## config.mk

```make
export PLATFORM = sky130hd
export DESIGN_NAME = id_exe_stage_reg
export DESIGN_NICKNAME = d
export VERILOG_FILES = /design/src/rtl/id_exe_stage_reg.sv
export SDC_FILE = /design/constraint.sdc
export NUM_CORES = 1
export LEC_CHECK = 0
export CORE_MARGIN = 2
export CORE_UTILIZATION = 42
export CTS_CLUSTER_DIAMETER = 200
export DETAILED_ROUTE_END_ITERATION = 6
export GPL_TIMING_DRIVEN = 0
export PLACE_DENSITY = 0.8
export SETUP_SLACK_MARGIN = 0.3
export SYNTH_ARGS = -nofsm -noshare
export SYNTH_HDL_FRONTEND = slang
export SYNTH_SLANG_ARGS = --single-unit
```

## constraint.sdc

```tcl
create_clock -name clk -period 0.8 [get_ports clk]
set_input_delay 0.16 -clock clk [delete_from_list [all_inputs] [get_ports clk]]
set_output_delay 0.16 -clock clk [all_outputs]
set_load 0.02 [all_outputs]
```

## src/rtl/id_exe_stage_reg.sv

```systemverilog
// ID/EXE pipeline register with freeze hold, flush/hazard bubble insertion and a valid flag.
// Optional performance counters are enabled with `define ID_EXE_PERF_CNT_EN.
module id_exe_stage_reg #(
    parameter int DATA_W = 32,
    parameter int IMM_W  = 24
) (
    input  logic              clk,
    input  logic              rst,
    input  logic              freeze,
    input  logic              flush,
    input  logic              hazard,
    input  logic              WB_EN_in,
    input  logic              MEM_R_EN_in,
    input  logic              MEM_W_EN_in,
    input  logic              B_in,
    input  logic              S_in,
    input  logic [3:0]        EXE_CMD_in,
    input  logic [DATA_W-1:0] PC_in,
    input  logic [DATA_W-1:0] Val_Rn_in,
    input  logic [DATA_W-1:0] Val_Rm_in,
    input  logic              Imm_in,
    input  logic [11:0]       Shift_operand_in,
    input  logic [IMM_W-1:0]  Signed_imm_in,
    input  logic [3:0]        Dest_in,
    input  logic [3:0]        Src1_in,
    input  logic [3:0]        Src2_in,
    input  logic [3:0]        SR_in,
    output logic              WB_EN_out,
    output logic              MEM_R_EN_out,
    output logic              MEM_W_EN_out,
    output logic              B_out,
    output logic              S_out,
    output logic [3:0]        EXE_CMD_out,
    output logic [DATA_W-1:0] PC_out,
    output logic [DATA_W-1:0] Val_Rn_out,
    output logic [DATA_W-1:0] Val_Rm_out,
    output logic              Imm_out,
    output logic [11:0]       Shift_operand_out,
    output logic [IMM_W-1:0]  Signed_imm_out,
    output logic [3:0]        Dest_out,
    output logic [3:0]        Src1_out,
    output logic [3:0]        Src2_out,
    output logic [3:0]        SR_out,
    output logic              valid_out
`ifdef ID_EXE_PERF_CNT_EN
    ,
    output logic [15:0]       freeze_cnt,
    output logic [15:0]       flush_cnt,
    output logic [15:0]       hazard_cnt
`endif
);

    typedef struct packed {
        logic              wb_en;
        logic              mem_r_en;
        logic              mem_w_en;
        logic              b;
        logic              s;
        logic [3:0]        exe_cmd;
        logic [DATA_W-1:0] pc;
        logic [DATA_W-1:0] val_rn;
        logic [DATA_W-1:0] val_rm;
        logic              imm;
        logic [11:0]       shift_operand;
        logic [IMM_W-1:0]  signed_imm;
        logic [3:0]        dest;
        logic [3:0]        src1;
        logic [3:0]        src2;
        logic [3:0]        sr;
    } slot_t;

    slot_t slot_d;
    slot_t slot_q;
    logic  valid_q;

    assign slot_d = '{
        wb_en:         WB_EN_in,
        mem_r_en:      MEM_R_EN_in,
        mem_w_en:      MEM_W_EN_in,
        b:             B_in,
        s:             S_in,
        exe_cmd:       EXE_CMD_in,
        pc:            PC_in,
        val_rn:        Val_Rn_in,
        val_rm:        Val_Rm_in,
        imm:           Imm_in,
        shift_operand: Shift_operand_in,
        signed_imm:    Signed_imm_in,
        dest:          Dest_in,
        src1:          Src1_in,
        src2:          Src2_in,
        sr:            SR_in
    };

    // A bubble is an all-zero slot, so Execute sees deterministic contents.
    always_ff @(posedge clk or negedge rst) begin
        if (!rst) begin
            slot_q  <= '0;
            valid_q <= 1'b0;
        end else if (freeze) begin
            slot_q  <= slot_q;
            valid_q <= valid_q;
        end else if (flush || hazard) begin
            slot_q  <= '0;
            valid_q <= 1'b0;
        end else begin
            slot_q  <= slot_d;
            valid_q <= 1'b1;
        end
    end

    assign WB_EN_out         = slot_q.wb_en;
    assign MEM_R_EN_out      = slot_q.mem_r_en;
    assign MEM_W_EN_out      = slot_q.mem_w_en;
    assign B_out             = slot_q.b;
    assign S_out             = slot_q.s;
    assign EXE_CMD_out       = slot_q.exe_cmd;
    assign PC_out            = slot_q.pc;
    assign Val_Rn_out        = slot_q.val_rn;
    assign Val_Rm_out        = slot_q.val_rm;
    assign Imm_out           = slot_q.imm;
    assign Shift_operand_out = slot_q.shift_operand;
    assign Signed_imm_out    = slot_q.signed_imm;
    assign Dest_out          = slot_q.dest;
    assign Src1_out          = slot_q.src1;
    assign Src2_out          = slot_q.src2;
    assign SR_out            = slot_q.sr;
    assign valid_out         = valid_q;

`ifdef ID_EXE_PERF_CNT_EN
    // At most one counter moves per edge, in the same priority as the register.
    always_ff @(posedge clk or negedge rst) begin
        if (!rst) begin
            freeze_cnt <= '0;
            flush_cnt  <= '0;
            hazard_cnt <= '0;
        end else if (freeze) begin
            if (freeze_cnt != 16'hFFFF) freeze_cnt <= freeze_cnt + 16'd1;
        end else if (flush) begin
            if (flush_cnt != 16'hFFFF) flush_cnt <= flush_cnt + 16'd1;
        end else if (hazard) begin
            if (hazard_cnt != 16'hFFFF) hazard_cnt <= hazard_cnt + 16'd1;
        end
    end
`endif

endmodule
```

# ---- Yosys cells after proc, flatten, opt, wreduce, memory -nomap -nowiden
# Index checks and enable logic that the tools add are counted.
dict set report word_totals {
  register_bits 159
  inputBits 163
  output_inout_bits 159
  elab_cells 20
}
dict set report classes {
  mux 2
  reduce_logical 1
}
# operator count
set op_table {}
lappend op_table {{158-bit 2-to-1 mux} 1}
lappend op_table {{1-bit logical OR} 1}
lappend op_table {{1-bit 2-to-1 mux} 1}

# ---- Logic depth before layout (Yosys ltp)
dict set report depth {
  depth_word 2
  depth_mapped 5
  depth_no_buf 2
}

# ---- Least setup slack after synthesis
# OpenSTA, ideal clock, no wires.
dict set report synth_timing {
  path_type {in2reg}
  start {input port hazard}
  end {register slot_q (netlist bit PC_out[0])}
  arrival_ns 0.908
  path_slack_ns -0.182
  path_stages 5
  cell_sequence {or2_1 > buf_6 > buf_6 > buf_6 > o21ai_2}
}
dict set report synth_between {
  elab_chain_cells 2
}
# element line_no
set synth_rtl {}
lappend synth_rtl {{from (decl)} 11} ;# input logic hazard,
lappend synth_rtl {{1-bit logical OR} 103} ;# end else if (flush || hazard) begin
lappend synth_rtl {{158-bit 2-to-1 mux} 103}
lappend synth_rtl {{to (signal assigned)} 101} ;# slot_q <= slot_q;
lappend synth_rtl {{to (signal assigned)} 107} ;# slot_q <= slot_d;
lappend synth_rtl {{to (decl)} 73} ;# slot_t slot_q;
# No other way between the ends.
# A chain may end at the register's enable or synchronous reset.

# ---- Final worst setup path
dict set report layout_timing {
  start {register slot_q (netlist bit Val_Rn_out[17])}
  end {output port Val_Rn_out[17]}
}
# element line_no
set layout_lines {}
lappend layout_lines {{to (decl)} 35} ;# output logic [DATA_W-1:0] Val_Rn_out,
# No word-level cell between the ends.

==> flow_metrics.env <==
export IMPL_dieArea_sq_mm=0.0178
export IMPL_critPathRequiredTime_ns=0.64
export IMPL_syn_area_per_cell_sq_um=10.2
export IMPL_failed_checks="hold timing, setup timing"
export IMPL_crit_path_max_fanout=2
export IMPL_path_buf_inv=1
export IMPL_num_vias=6717
export IMPL_path_clk_slew_ns=0.07
export IMPL_cts_tree="done"
export IMPL_start_kind="flop"
export IMPL_nets=1296
export IMPL_fin_util_pct=81.1
export IMPL_slowest_delay_ns=0.42
export IMPL_synth_area_sq_mm=0.00703
export IMPL_first_global_vias=6491
export IMPL_track_usage_pct=25.8
export IMPL_core_rowCount=47
export IMPL_drt_first_pass_iters=4
export IMPL_initialDrtViolationCount=334
export IMPL_timing_rr_end="Val_Rn_out[17]"
export IMPL_rsz0062_at_grt="yes"
export IMPL_p_leak_uw=0.00605
export IMPL_ioPinCount=322
export IMPL_drt_wl_total_um=25300
export IMPL_maxSlewHeadroom_pct=71.2
export IMPL_gp_congestion=0.770
export IMPL_synth_compound_area_share_pct=16.1
export IMPL_cts_htree_levels=4
export IMPL_end_kind="output port"
export IMPL_cp_top_family="flip-flops"
export IMPL_tightest_slew_ns=0.432
export IMPL_p_per_area_mw_per_mm2=1690
export IMPL_synth_top_area_share_pct=56.6
export IMPL_synth_common_cells="159 x dfrtp_1, 159 x nand2_1, 158 x nand2b_1"
export IMPL_area_growth_pct=89.9
export IMPL_finalCritPeriodShare_pct=144
export IMPL_hp_class="in2async"
export IMPL_wire_per_inst_um=18.5
export IMPL_grt_antenna_before_repair=1
export IMPL_drive_gt1_share_pct=50.9
export IMPL_synth_xor_area_share_pct=0
export IMPL_hpwl_um=15300
export IMPL_tns_ns=-58.72
export IMPL_root_buffer="clkbuf_16"
export IMPL_setup_violations=280
export IMPL_crit_chain="buf_6"
export IMPL_async_flop_share_pct=100
export IMPL_fmax_mhz=866
export IMPL_drc=0
export IMPL_reg2reg_slack_ns=-0.14
export IMPL_synth_top_family_by_area="simple AND/OR/NAND/NOR gates"
export IMPL_skew_ns=0
export IMPL_cts_made_buffers=17
export IMPL_slew_violations=0
export IMPL_cts_buffer_depth=2
export IMPL_ant_nets=0
export IMPL_peakVddDrop_mv=1.50
export IMPL_period_needed_ns=1.15
export IMPL_synth_adder_area_share_pct=0
export IMPL_whs_ns=-0.366
export IMPL_reg2reg_depth=4
export IMPL_cts_sinks=159
export IMPL_yosys_warnings=0
export IMPL_clkLatencyLatePin_ns=0.42
export IMPL_fin_ws_ns=-0.354
export IMPL_ys_types=10
export IMPL_die_y_um=133
export IMPL_drv_cap=0
export IMPL_hold_viol_final=86
export IMPL_grt_start_max_net_pins=89
export IMPL_status="finished with violations"
export IMPL_slowest_stage="dfrtp_1"
export IMPL_initial_core_util_pct=42.7
export IMPL_synth_area_top_cells="dfrtp_1 57%, nand2b_1 14%, o21ai_2 11%"
export IMPL_rr_startpoint="Val_Rn_out[17]"
export IMPL_grt_pass1_wl_um=35600
export IMPL_syn_num_nets=852
export IMPL_ys_ff_latch=159
export IMPL_grt_ovfl_total=0
export IMPL_crit_start="Val_Rn_out[17]"
export IMPL_synth_seq_area_share_pct=56.6
export IMPL_yosys_area_share_simple_pct=22.6
export IMPL_port_buffers=320
export IMPL_synthMuxAreaShare_pct=0
export IMPL_synth_flop_cell="dfrtp_1"
export IMPL_via_per_inst=4.91
export IMPL_power_uw=22600
export IMPL_yosysTopAreaCell="dfrtp_1"
export IMPL_synth_edf_count=0
export IMPL_die_x_um=133
export IMPL_cp_arrival_ns=0.99
export IMPL_crit_type="reg2out"
export IMPL_synth_cells=689
export IMPL_core_region_area_sq_mm=0.0165
-- power breakdown --
part | switching, uW | internal, uW | leakage [uW] | total, uW
Sequential | 360 | 8520 | 0.00204 | 8880
Combinational | 2270 | 2860 | 0.00371 | 5130
Clock | 3320 | 5240 | 0.000295 | 8570
-- worst max path at each step --
stage,to,depth (start not counted)
4_1_cts,Src1_out[2],1
3_3_place_gp,SR_out[1],1
6_report,Val_Rn_out[17],1
3_5_place_dp,Signed_imm_out[12],5
5_1_grt,Val_Rn_out[17],1
2_1_floorplan,PC_out[0],5
-- final cells by class --
type,instances,area [sq um]
Antenna cell,1,2.50
Buffer,53,534
Clock buffer,23,488
Clock inverter,9,131
Fill cell,945,3110
Multi-Input combinational cell,477,3090
Sequential cell,159,4070
Tap cell,220,275
Timing Repair Buffer,425,4770
-- what timing repair did --
| action | 4_1_cts | 5_1_grt |
|---|---|---|
| hold endpoints to repair | 71 | 71 |
| cloned | 14 | 6 |
| endpoints found under the setup margin | 406 | 406 |
| setup buffers | 38 | 46 |
| pin swaps | 68 | 61 |
| resized for setup | 1065 | 131 |
-- per-layer routing --
layer	track usage (%)	vias to the layer above	wire length [um]
met4	11.2	0	1110
met5	0	-	0
met2	44.0	252	13100
li1	-	3101	-
met1	31.1	3299	9600
met3	6.47	65	1580
-- state kept, by name, summed over array words and instances (netlist names) --
register and flops:
PC_out 32, Val_Rm_out 32, Val_Rn_out 32, Signed_imm_out 24, Shift_operand_out 12, Dest_out 4
EXE_CMD_out 4, SR_out 4, Src1_out 4, Src2_out 4, B_out 1, Imm_out 1
MEM_R_EN_out 1, MEM_W_EN_out 1, S_out 1, WB_EN_out 1, valid_out 1
-- cell usage in the layout (no fill, tap or decap), types with 3 or more instances in the layout --
cell type and count:
buf_6 189, nand2b_1 158, clkdlybuf4s50_1 158, o21ai_2 152, nand2_1 144, dfrtp_1 90, dfrtp_2 69, buf_4 50
clkbuf_16 26, buf_12 20, buf_2 16, clkbuf_1 13, nand2_2 13, buf_16 11, buf_8 10, o21ai_4 7
clkbuf_2 4, clkbuf_8 4, bufinv_16 3, clkinvlp_4 3
-- logic make-up (layout without fill, tap and decap cells) --
family / after synthesis / after routing
flip-flops: 159 / 159
other: 0 / 1
buffers and inverters: 53 / 510
AND/OR/NAND/NOR: 318 / 318
AO/OA/AOI/OAI: 159 / 159
-- stage by stage --
stage | instances | hold slack, ns | worst slack, ns | instance area, sq um
4_1_cts | 1314 | -0.292 | -0.352 | 12400
3_5_place_dp | 1230 | 0.152 | -0.758 | 10600
6_report | 1367 | -0.366 | -0.354 | 13400
3_3_place_gp | 1229 | 0.463 | -7.78 | 10600
5_1_grt | 1367 | -0.343 | -0.396 | 13400
2_1_floorplan | 689 | -0.136 | -0.180 | 7140
Power figures use the tool's default switching activity.
